===== src/rtl/sargantana_icache_pkg.sv =====
// Shared types and default geometry for the icache memory controller slice.
package sargantana_icache_pkg;

    localparam int DEF_ICACHE_N_WAY = 4;
    localparam int DEF_TAG_DEPTH    = 64;
    localparam int DEF_SET_WIDHT    = 256;
    localparam int DEF_TAG_WIDHT    = 20;
    localparam int DEF_ADDR_WIDHT   = 6;

    typedef enum logic [1:0] {
        RST_WAIT,
        SWEEP,
        IDLE
    } ctrl_state_t;

    typedef struct packed {
        logic [DEF_ICACHE_N_WAY-1:0] way;
        logic [DEF_ADDR_WIDHT-1:0]   idx;
        logic [DEF_TAG_WIDHT-1:0]    tag;
        logic [DEF_SET_WIDHT-1:0]    line;
    } refill_req_t;

endpackage


===== src/rtl/sargantana_icache_sweep_cnt.sv =====
// Set counter for the tag invalidation walk; wraps to 0 after the last set.
module sargantana_icache_sweep_cnt #(
    parameter int DEPTH = 64,
    parameter int AW    = 6
) (
    input  logic          clk,
    input  logic          rst_n,
    input  logic          en,
    output logic [AW-1:0] idx,
    output logic          last
);

    assign last = (idx == AW'(DEPTH - 1));

    always_ff @(posedge clk or negedge rst_n) begin
        if (!rst_n) begin
            idx <= '0;
        end else if (en) begin
            idx <= last ? '0 : idx + 1'b1;
        end
    end

endmodule


===== src/rtl/sargantana_icache_mem_ctrl.sv =====
// Arbiter/sequencer sharing the icache tag/data memory port between
// lookups, refills and invalidation sweeps (post-reset and flush).
module sargantana_icache_mem_ctrl
    import sargantana_icache_pkg::*;
#(
    parameter int ICACHE_N_WAY = DEF_ICACHE_N_WAY,
    parameter int TAG_DEPTH    = DEF_TAG_DEPTH,
    parameter int SET_WIDHT    = DEF_SET_WIDHT,
    parameter int TAG_WIDHT    = DEF_TAG_WIDHT,
    parameter int ADDR_WIDHT   = DEF_ADDR_WIDHT
) (
    input  logic                    clk_i,
    input  logic                    rstn_i,
    input  logic                    lookup_valid_i,
    input  logic [ADDR_WIDHT-1:0]   lookup_idx_i,
    output logic                    lookup_ready_o,
    output logic                    rd_valid_o,
    input  logic                    refill_valid_i,
    input  logic [ICACHE_N_WAY-1:0] refill_way_i,
    input  logic [ADDR_WIDHT-1:0]   refill_idx_i,
    input  logic [TAG_WIDHT-1:0]    refill_tag_i,
    input  logic [SET_WIDHT-1:0]    refill_line_i,
    output logic                    refill_ready_o,
    input  logic                    flush_req_i,
    output logic                    flush_busy_o,
    output logic                    flush_done_o,
    output logic [ICACHE_N_WAY-1:0] tag_req_o,
    output logic [ICACHE_N_WAY-1:0] data_req_o,
    output logic                    tag_we_o,
    output logic                    data_we_o,
    output logic                    flush_en_o,
    output logic                    valid_bit_o,
    output logic [TAG_WIDHT-1:0]    tag_o,
    output logic [SET_WIDHT-1:0]    cline_o,
    output logic [ADDR_WIDHT-1:0]   addr_o
);

    ctrl_state_t            state;
    logic                   flush_pend;
    logic                   sweep_en;
    logic                   sweep_last;
    logic [ADDR_WIDHT-1:0]  sweep_idx;
    refill_req_t            refill_req;

    assign refill_req = '{way: refill_way_i, idx: refill_idx_i,
                          tag: refill_tag_i, line: refill_line_i};
    assign sweep_en   = (state == SWEEP);

    sargantana_icache_sweep_cnt #(
        .DEPTH (TAG_DEPTH),
        .AW    (ADDR_WIDHT)
    ) sweep_cnt (
        .clk   (clk_i),
        .rst_n (rstn_i),
        .en    (sweep_en),
        .idx   (sweep_idx),
        .last  (sweep_last)
    );

    // A pending flush blocks all grants for one cycle while the FSM moves to SWEEP.
    always_comb begin
        lookup_ready_o = 1'b0;
        refill_ready_o = 1'b0;
        tag_req_o      = '0;
        data_req_o     = '0;
        tag_we_o       = 1'b0;
        data_we_o      = 1'b0;
        flush_en_o     = 1'b0;
        valid_bit_o    = 1'b0;
        tag_o          = '0;
        cline_o        = '0;
        addr_o         = '0;
        case (state)
            SWEEP: begin
                tag_req_o  = '1;
                tag_we_o   = 1'b1;
                flush_en_o = 1'b1;
                addr_o     = sweep_idx;
            end
            IDLE: begin
                if (!flush_pend) begin
                    if (refill_valid_i) begin
                        refill_ready_o = 1'b1;
                        tag_req_o      = refill_req.way;
                        data_req_o     = refill_req.way;
                        tag_we_o       = 1'b1;
                        data_we_o      = 1'b1;
                        valid_bit_o    = 1'b1;
                        tag_o          = refill_req.tag;
                        cline_o        = refill_req.line;
                        addr_o         = refill_req.idx;
                    end else if (lookup_valid_i) begin
                        lookup_ready_o = 1'b1;
                        tag_req_o      = '1;
                        data_req_o     = '1;
                        addr_o         = lookup_idx_i;
                    end
                end
            end
            default: ;
        endcase
    end

    assign flush_busy_o = (state != IDLE) || flush_pend;

    always_ff @(posedge clk_i or negedge rstn_i) begin
        if (!rstn_i) begin
            state        <= RST_WAIT;
            flush_pend   <= 1'b0;
            rd_valid_o   <= 1'b0;
            flush_done_o <= 1'b0;
        end else begin
            rd_valid_o   <= lookup_ready_o;
            flush_done_o <= (state == SWEEP) && sweep_last;
            case (state)
                RST_WAIT: state <= SWEEP;
                SWEEP: begin
                    if (sweep_last) begin
                        state <= IDLE;
                    end
                end
                IDLE: begin
                    if (flush_pend) begin
                        state      <= SWEEP;
                        flush_pend <= 1'b0;
                    end else if (flush_req_i) begin
                        flush_pend <= 1'b1;
                    end
                end
                default: state <= RST_WAIT;
            endcase
        end
    end

    // The victim way must be one-hot; it is forwarded as-is regardless.
    refill_way_onehot: assert property (
        @(posedge clk_i) disable iff (!rstn_i)
        refill_valid_i |-> $onehot(refill_way_i)
    );

endmodule


===== config.mk =====
export PLATFORM = sky130hd
export DESIGN_NAME = sargantana_icache_mem_ctrl
export DESIGN_NICKNAME = d
export VERILOG_FILES = /design/src/rtl/sargantana_icache_pkg.sv /design/src/rtl/sargantana_icache_sweep_cnt.sv /design/src/rtl/sargantana_icache_mem_ctrl.sv
export SDC_FILE = /design/constraint.sdc
export NUM_CORES = 1
export LEC_CHECK = 0
export BUFFER_PORTS_ARGS = -buffer_cell sky130_fd_sc_hd__buf_4
export CAP_MARGIN = 20
export CORE_AREA = 4 4 229 231
export CTS_CLUSTER_SIZE = 14
export DETAILED_ROUTE_END_ITERATION = 10
export DIE_AREA = 0 0 233 235
export PLACE_DENSITY = 0.38
export SYNTH_ARGS = -nofsm -noshare
export SYNTH_HDL_FRONTEND = slang
export SYNTH_SLANG_ARGS = --single-unit
export TNS_END_PERCENT = 50

===== constraint.sdc =====
create_clock -name clk_i -period 2.9 [get_ports clk_i]
set_input_delay 0.87 -clock clk_i [delete_from_list [all_inputs] [get_ports clk_i]]
set_output_delay 0.87 -clock clk_i [all_outputs]
set_load 0.02 [all_outputs]

---- After elaboration in Yosys (flattened, before gate mapping) ----
Cells that the tools add are included.
Widths: inputs -> output; s select.
word-level totals
  flip-flop bits (word level) ............. 11
  input bits .............................. 297
operators by class
  muxes and demuxes ....................... 30
  $add $sub $neg .......................... 1
  reduce and logical (&&, ||, !) cells .... 4
  equality and inequality tests ........... 6
operators with widths
  kind                 count
  $mux 256             3
  $mux 20              3
  $mux 6               4
  $mux 4               4
  $pmux 6 s2           1
  $mux 1               10
  $pmux 4 s2           1
  $add 6x1->6 const B  1
  $eq 6x6->1 const B   1
  $ne 2x2->1 const B   3
  $pmux 2 s3           1
  $mux 2               2
  $eq 2x1->1 const B   1
  $eq 2x2->1 const B   1
  $logic_not 2->1      1
  $pmux 1 s2           1
  $reduce_and 2->1     1
  $logic_and 1x1->1    1
  $logic_or 1x1->1     1

---- Logic depth before layout (Yosys ltp) ----
Gate-level depths: netlist of run 1.
  depth after elaboration ................. 4
  mapped depth ............................ 8
  mapped depth without buffers ............ 7

---- Cells and area by module ----
Synthesis of run 1 repeated with hierarchy kept, for this count alone.
unflattened totals
  cells, all modules ...................... 396
  area total of the unflattened synthesis .. 2824.0 sq um
by module, submodules not included
  module                       cells an instance  instances  area an instance (sq um)  sequential area each (sq um)
  sargantana_icache_mem_ctrl   368                1          2529.9                    125.1
  sargantana_icache_sweep_cnt  28                 1          294.0                     150.1

---- Worst setup path before layout of run 1 ----
No wires, ideal clock.
  path type ............................... input -> output
  from .................................... input port refill_valid_i
  to ...................................... output port tag_req_o[3]
  data arrival time ....................... 2.079 ns
  required time ........................... 2.030 ns
  buffers on the path ..................... 1
  stages on the path ...................... 5
  slack ................................... -0.049 ns
  cell sequence ........................... buf_2 nand3b_2 clkinv_1 nor2_1 a21boi_0
on the way
  cells in the longest elaborated chain, start to end .. 3
RTL lines
  item                RTL line                          text
  start: declaration  sargantana_icache_mem_ctrl.sv:18  input logic refill_valid_i,
  $mux 4              sargantana_icache_mem_ctrl.sv:82  if (refill_valid_i) begin
  $mux 4              sargantana_icache_mem_ctrl.sv:81  if (!flush_pend) begin
  $pmux 4 s2          sargantana_icache_mem_ctrl.sv:73  case (state)
  end: declaration    sargantana_icache_mem_ctrl.sv:27  output logic [ICACHE_N_WAY-1:0] tag_req_o,
Every way passes these cells.

---- Worst setup path in the final report of run 1 ----
  from .................................... register state[0]
  to ...................................... output port cline_o[103]
on the way
  cells in the longest elaborated chain, start to end .. 2
RTL lines
  item                      RTL line                           text
  start: declaration        sargantana_icache_mem_ctrl.sv:38   ctrl_state_t state;
  start signal: assignment  sargantana_icache_mem_ctrl.sv:108  state <= RST_WAIT;
  start signal: assignment  sargantana_icache_mem_ctrl.sv:116  RST_WAIT: state <= SWEEP;
  start signal: assignment  sargantana_icache_mem_ctrl.sv:119  state <= IDLE;
  $eq 2x2->1                sargantana_icache_mem_ctrl.sv:73
  $mux 256                  sargantana_icache_mem_ctrl.sv:73
  end: declaration          sargantana_icache_mem_ctrl.sv:34   output logic [SET_WIDHT-1:0] cline_o,
Every way passes these cells.

==> results of run 1 <==
-- repair_timing --
item                                    CTS  global route
buffers inserted                          3             9
cloned                                    2             4
endpoints found under the setup margin  120           191
pin swaps                                 0             6
gates resized for setup                   8            22
-- worst paths after layout --
| kind | from | end | depth (start not counted) |
|---|---|---|---|
| hold reg to reg | sweep_cnt.idx[4]$_DFFE_PN0P_ | sweep_cnt.idx[4]$_DFFE_PN0P_ | 1 |
| min in group clk_i | sweep_cnt.idx[4]$_DFFE_PN0P_ | sweep_cnt.idx[4]$_DFFE_PN0P_ | 1 |
| hold / removal | rstn_i | flush_pend$_DFFE_PN0P_ | 1 |
| setup / recovery | state[0]$_DFFE_PN0P_ | cline_o[103] | 9 |
| setup reg to reg | state[1]$_DFFE_PN0P_ | sweep_cnt.idx[5]$_DFFE_PN0P_ | 6 |
| max in group asynchronous | rstn_i | state[1]$_DFFE_PN0P_ | 1 |
-- area by class of cell --
cell class                 instances  area share [%]
clock buffer                       4           0.930
timing repair buffer             635            59.6
tap                              672            9.92
inverter                           7           0.369
multi-input combinational        335            25.9
sequential                        11            3.26
-- sequential cells by signal (all words and copies together) (netlist names) --
name           cells
rd_valid_o         1
sweep_cnt.idx      6
flush_done_o       1
flush_pend         1
state              2
-- power groups by stage --
| stage | clock, mW | combinational (mW) | sequential, mW |
|---|---|---|---|
| floorplan | 0 | 0.0403 | 0.156 |
| global placement | 0 | 0.385 | 0.156 |
| detailed placement | 0 | 0.386 | 0.156 |
| CTS | 0.256 | 0.386 | 0.154 |
| global route | 0.266 | 0.413 | 0.154 |
| finish | 0.251 | 0.386 | 0.154 |
-- through the flow --
step / cell area (um^2) / setup TNS, ps / cells / setup WS (ps)
floorplan: 2730 / -107 / 420 / -35.6
global placement: 8000 / -40.6 / 1643 / -31.6
detailed placement: 8000 / -78.6 / 1643 / -36.8
CTS: 8220 / 0 / 1652 / 9.26
global route: 8480 / -257 / 1664 / -56.3
finish: 8480 / 0 / 1664 / 55.2
-- kinds of logic after synthesis --
family	count (synthesis)
AOI/OAI and AO/OA	18
xor gates and xnor gates	3
adders and majority gates	5
buffers and inverters	74
DFF	11
muxes	2
and+or+nand+nor	307
-- worst reg2reg max path, stage by stage (launching register included) --
cell	delay (ps)
dfrtp_2	440
inv_1	100
ha_1	460
buf_4	240
nand4_1	160
or3_1	390
a21oi_1	150
-- cells in the final DEF, fill, tap and decap left out, types with 2 or more instances in the layout --
master	netlist	routed
a21boi_1	0	3
and3_1	277	271
o21ai_0	3	3
dfrtp_1	11	10
nand2_1	13	13
nor2b_1	6	6
buf_16	0	3
inv_1	6	5
and3_4	0	6
xnor2_1	2	2
buf_4	4	609
nand3_1	2	2
buf_6	2	10
nor2_1	3	2
ha_1	5	4
mux2i_1	2	2
buf_12	0	9
clkbuf_16	0	6
nand4_1	2	2
a222oi_1	6	6
-- layer usage --
layer	vias up	wire length [um]	share of wire [%]
met5	-	19	0.067
met2	368	14800	52
met1	2659	10600	37
li1	2666	-	-
met4	2	111	0.39
met3	8	2950	10
==> impl_metrics.env, run 1 <==
export IMPL_yosys_warnings=0
export IMPL_hold_violations=0
export IMPL_grt_pass1_wl_um=37500
export IMPL_cts_buffers_inserted=3
export IMPL_htreeDepth=1
export IMPL_via_per_inst=3.43
export IMPL_status="complete, no violations"
export IMPL_dp_hpwl_um=22800
export IMPL_num_rows=82
export IMPL_utilization_pct=16.9
export IMPL_first_pass_iters=4
export IMPL_yosysMostFrequentCell="and3_1"
export IMPL_cts_sinks=11
export IMPL_routed_wl_um=28500
export IMPL_synth_top_cell_area_share_pct=63.5
export IMPL_finalHoldWorstSlack_ps=464
export IMPL_yosysTopAreaCell="and3_1"
export IMPL_syn_to_final_growth_pct=211
export IMPL_grt_pass1_vias=5599
export IMPL_grt_busiest_layer="met2"
export IMPL_cts_tree="built"
export IMPL_start_util_pct=5.45
export IMPL_synth_area_um2=2730
export IMPL_worstSkewPairLatency_ps=240
export IMPL_ios=596
export IMPL_synth_cell_types=29
export IMPL_critPathKind="reg -> out"
export IMPL_post_route_min_period_ps=2840
export IMPL_cp_slowest_cell="dfrtp_1"
export IMPL_crit_arrival_ps=1970
export IMPL_p_leak_nw=5.40
export IMPL_clockBufferDepth=2
export IMPL_ys_seq_elements=11
export IMPL_post_route_period_util_pct=98.1
export IMPL_routed_via_count=5703
export IMPL_drive_gt1_share_pct=65.7
export IMPL_port_buffer_count=595
export IMPL_synthSimpleGateAreaFrac_pct=69.4
export IMPL_combPwrFrac_pct=48.8
export IMPL_die_y_um=235
export IMPL_grt_max_degree=79
export IMPL_end_kind="output port"
export IMPL_async_flop_share_pct=100
export IMPL_synth_seq_area_share_pct=10.1
export IMPL_skew_ps=1.49
export IMPL_required_ps=2030
export IMPL_cp_start_kind="flip-flop"
export IMPL_cpPeakStageDelay_ps=390
export IMPL_post_route_drc_count=0
export IMPL_seqPwrFrac_pct=19.5
export IMPL_grt_use_met2_pct=16.9
export IMPL_regArea_um2=277
export IMPL_ir_drop_mv=0.165
export IMPL_syn_inst=420
export IMPL_netSwitchingFraction_pct=23.5
export IMPL_hp_class="in -> async"
export IMPL_cp_max_fo=20
export IMPL_path_clk_slew_ps=40
export IMPL_clkPwrFrac_pct=31.7
export IMPL_core_area_um2=50100
export IMPL_grt_use_met3_pct=2.98
export IMPL_synthesis_nets=722
export IMPL_slew_violations=0
export IMPL_avgSynthCellArea_um2=6.49
export IMPL_synth_top_family_by_area="simple AND/OR/NAND/NOR gates"
export IMPL_path_cells="inv_2, ha_4, nor2b_4, buf_12, buf_12, buf_16, buf_16, and3_4, buf_4"
export IMPL_wire_per_inst_um=17.1
export IMPL_diodes=0
export IMPL_hold_buffers=0
export IMPL_drt_antenna_violating_nets=0
export IMPL_grt_overflow=0
export IMPL_internal_power_uw=606
export IMPL_drv_cap=0
export IMPL_place_congestion=0.922
export IMPL_grt_antenna_before_repair=2
export IMPL_netSwitchingPower_uw=186
export IMPL_r2r_setup_slack_ps=890
export IMPL_relSlewSlack_pct=67.5
export IMPL_groute_usage_overall_pct=8.82
export IMPL_rsz0062_at_grt="yes"
export IMPL_fmax_mhz=352
export IMPL_power_density_nw_per_um2=93.4
export IMPL_fillers=5751
export IMPL_nets=1295
export IMPL_cp_num_buf_inv=6
export IMPL_synth_fa_ha_area_share_pct=2.29
export IMPL_power_uw=792
export IMPL_synth_commonest_cells="and3_1, clkbuf_1, nand2_1, dfrtp_1"
export IMPL_synth_xor_area_share_pct=0.963
export IMPL_setup_viol=0
export IMPL_path_delay_family="buffers and inverters"
export IMPL_synth_top_flop_cell="dfrtp_1"
export IMPL_synthMuxAreaShare_pct=0.734
export IMPL_initialDrtViolationCount=317
export IMPL_synthTopCellsByArea="and3_1, dfrtp_1, clkbuf_1"
export IMPL_worstMarginPinSlew_ps=487
export IMPL_cts_root_buf="clkbuf_16"
export IMPL_synth_edf_count=0
export IMPL_die_w_um=233
export IMPL_synth_compound_area_share_pct=5.18
export IMPL_dieArea_um2=54800
export IMPL_met1_usage_pct=9.79
export IMPL_multi_input_area_um2=2200
(Power assumes the default switching activity.)
==> run 2, diff against run 1 <==
Settings changed: CELL_PAD_IN_SITES_DETAIL_PLACEMENT set to 2, CELL_PAD_IN_SITES_GLOBAL_PLACEMENT set to 2, CORE_AREA 4 4 229 231 to 4 4 227 229, DIE_AREA 0 0 233 235 to 0 0 231 233, PLACE_DENSITY 0.38 to 0.69.
==> impl_metrics.env, run 2 (synthesis results as in run 1) <==
export IMPL_status="complete, no violations"
export IMPL_grt_pass1_vias=6090
export IMPL_place_area_um2=8000
export IMPL_hp_class="in -> async"
export IMPL_cts_root_buf="clkbuf_16"
export IMPL_final_common_cell="buf_4"
export IMPL_worstMarginPinSlew_ps=532
export IMPL_drt_antenna_violating_nets=0
export IMPL_syn_to_final_growth_pct=209
export IMPL_reg_top3="sweep_cnt.idx: 6 flops, state: 2 flops"
export IMPL_fmax_mhz=353
export IMPL_setup_viol=0
export IMPL_start_util_pct=5.49
export IMPL_grt_max_degree=142
export IMPL_ir_drop_mv=0.109
export IMPL_relSlewSlack_pct=64.5
export IMPL_wire_per_inst_um=17.8
export IMPL_cts_buffers_inserted=3
export IMPL_skew_ps=5.04
export IMPL_cts_tree="built"
export IMPL_cp_max_fo=6
export IMPL_port_buffer_count=595
export IMPL_worstSkewPairLatency_ps=240
export IMPL_p_leak_nw=5.37
export IMPL_r2r_setup_slack_ps=900
export IMPL_post_route_min_period_ps=2830
export IMPL_slew_violations=0
export IMPL_num_rows=82
export IMPL_post_route_drc_count=0
export IMPL_required_ps=2030
export IMPL_power_uw=794
export IMPL_via_per_inst=3.43
export IMPL_dp_hpwl_um=24300
export IMPL_routed_wl_um=29500
export IMPL_die_w_um=231
export IMPL_die_y_um=233
export IMPL_grt_pass1_wl_um=40300
export IMPL_path_cells="ha_4, nor2b_4, buf_6, and2_4, a222oi_1, nor2b_1, buf_4"
export IMPL_ios=596
export IMPL_path_clk_slew_ps=50
export IMPL_hold_buffers=0
export IMPL_routed_via_count=5695
export IMPL_utilization_pct=17.0
export IMPL_nets=1290
export IMPL_drv_cap=0
export IMPL_clockBufferDepth=2
export IMPL_hold_violations=0
export IMPL_cts_sinks=11
export IMPL_dieArea_um2=53800
export IMPL_cp_slowest_cell="dfrtp_1"
export IMPL_initialDrtViolationCount=242
export IMPL_core_area_um2=49700
export IMPL_rsz0062_at_grt="yes"
export IMPL_cp_start_kind="flip-flop"
export IMPL_place_congestion=0.851
export IMPL_end_kind="output port"
export IMPL_groute_usage_overall_pct=9.55
export IMPL_critPathKind="reg -> out"
export IMPL_first_pass_iters=4
export IMPL_grt_overflow=0
export IMPL_post_route_period_util_pct=97.6
export IMPL_drive_gt1_share_pct=65.7
export IMPL_top_register="sweep_cnt.idx"
export IMPL_diodes=0
export IMPL_cpPeakStageDelay_ps=410
export IMPL_power_density_nw_per_um2=94.1
export IMPL_crit_arrival_ps=1960
export IMPL_htreeDepth=1
export IMPL_grt_antenna_before_repair=1
export IMPL_stdcell_area_um2=8440
export IMPL_most_common_layout_cells="buf_4, and3_1, nand2_1, buf_6, dfrtp_1"
export IMPL_largest_reg_flops=6
run 2: cell types whose count changed in the layout (fill, tap and decap cells not counted), sizes merged:
cell    change
buf         -5
and2        +1
clkbuf      -1
clkinv      -1
inv         +1
run 2: layout make-up:
| cell class | instances | area [um^2] |
|---|---|---|
| Fill cell | 5948 | 41200 |
| Timing Repair Buffer | 629 | 5000 |
| Multi-Input combinational cell | 336 | 2210 |
| Tap cell | 672 | 841 |
| Sequential cell | 11 | 275 |
| Clock buffer | 4 | 78.8 |
| Inverter | 7 | 28.8 |
run 2: worst paths after layout:
kind                                        start                      endpoint  depth (start not counted)
setup / recovery             state[1]$_DFFE_PN0P_                     addr_o[5]                          7
hold / removal                             rstn_i  sweep_cnt.idx[0]$_DFFE_PN0P_                          1
setup reg to reg             state[1]$_DFFE_PN0P_  sweep_cnt.idx[5]$_DFFE_PN0P_                          7
hold reg to reg            flush_pend$_DFFE_PN0P_        flush_pend$_DFFE_PN0P_                          2
max in group asynchronous                  rstn_i          state[0]$_DFFE_PN0P_                          1
min in group clk_i         flush_pend$_DFFE_PN0P_        flush_pend$_DFFE_PN0P_                          2
run 2: where the power goes:
part           internal (mW)  switching, mW  leakage, nW
Combinational          0.262          0.120         5.20
Sequential             0.154              0        0.133
Clock                  0.185         0.0732       0.0382
Total                  0.601          0.194         5.37
run 2: through the flow:
step	worst slack [ps]	hold WS (ps)	cells	TNS (ps)
final	68.6	455	1659	0
after global routing	-82.2	463	1659	-452
after CTS	3.36	462	1651	0
after detailed placement	32.0	564	1638	0
after global placement	143	554	1638	0
after floorplan	-35.6	498	420	-107
run 2: what timing repair did:
| item | in CTS | in global routing |
|---|---|---|
| pin swaps | 3 | 5 |
| setup buffers | 7 | 5 |
| gates resized for setup | 8 | 26 |
| setup endpoints to repair | 198 | 132 |
| gates cloned | 2 | 3 |
run 2: per-layer routing:
layer / up-vias / GRT usage, % / part of all wire [%]
li1: 2653 / - / -
met3: 12 / 2.41 / 7.6
met2: 309 / 18.2 / 54
met5: - / 0 / 0
met1: 2721 / 11.0 / 38
met4: 0 / 1.13 / 0.77
run 2: critical path: cells and delay by family (launching register included):
kind	cells	cell delay (ps)
buf+inv	2	300
flops	1	410
simple gates	3	450
fa+ha+maj	1	180
compound gates	1	390
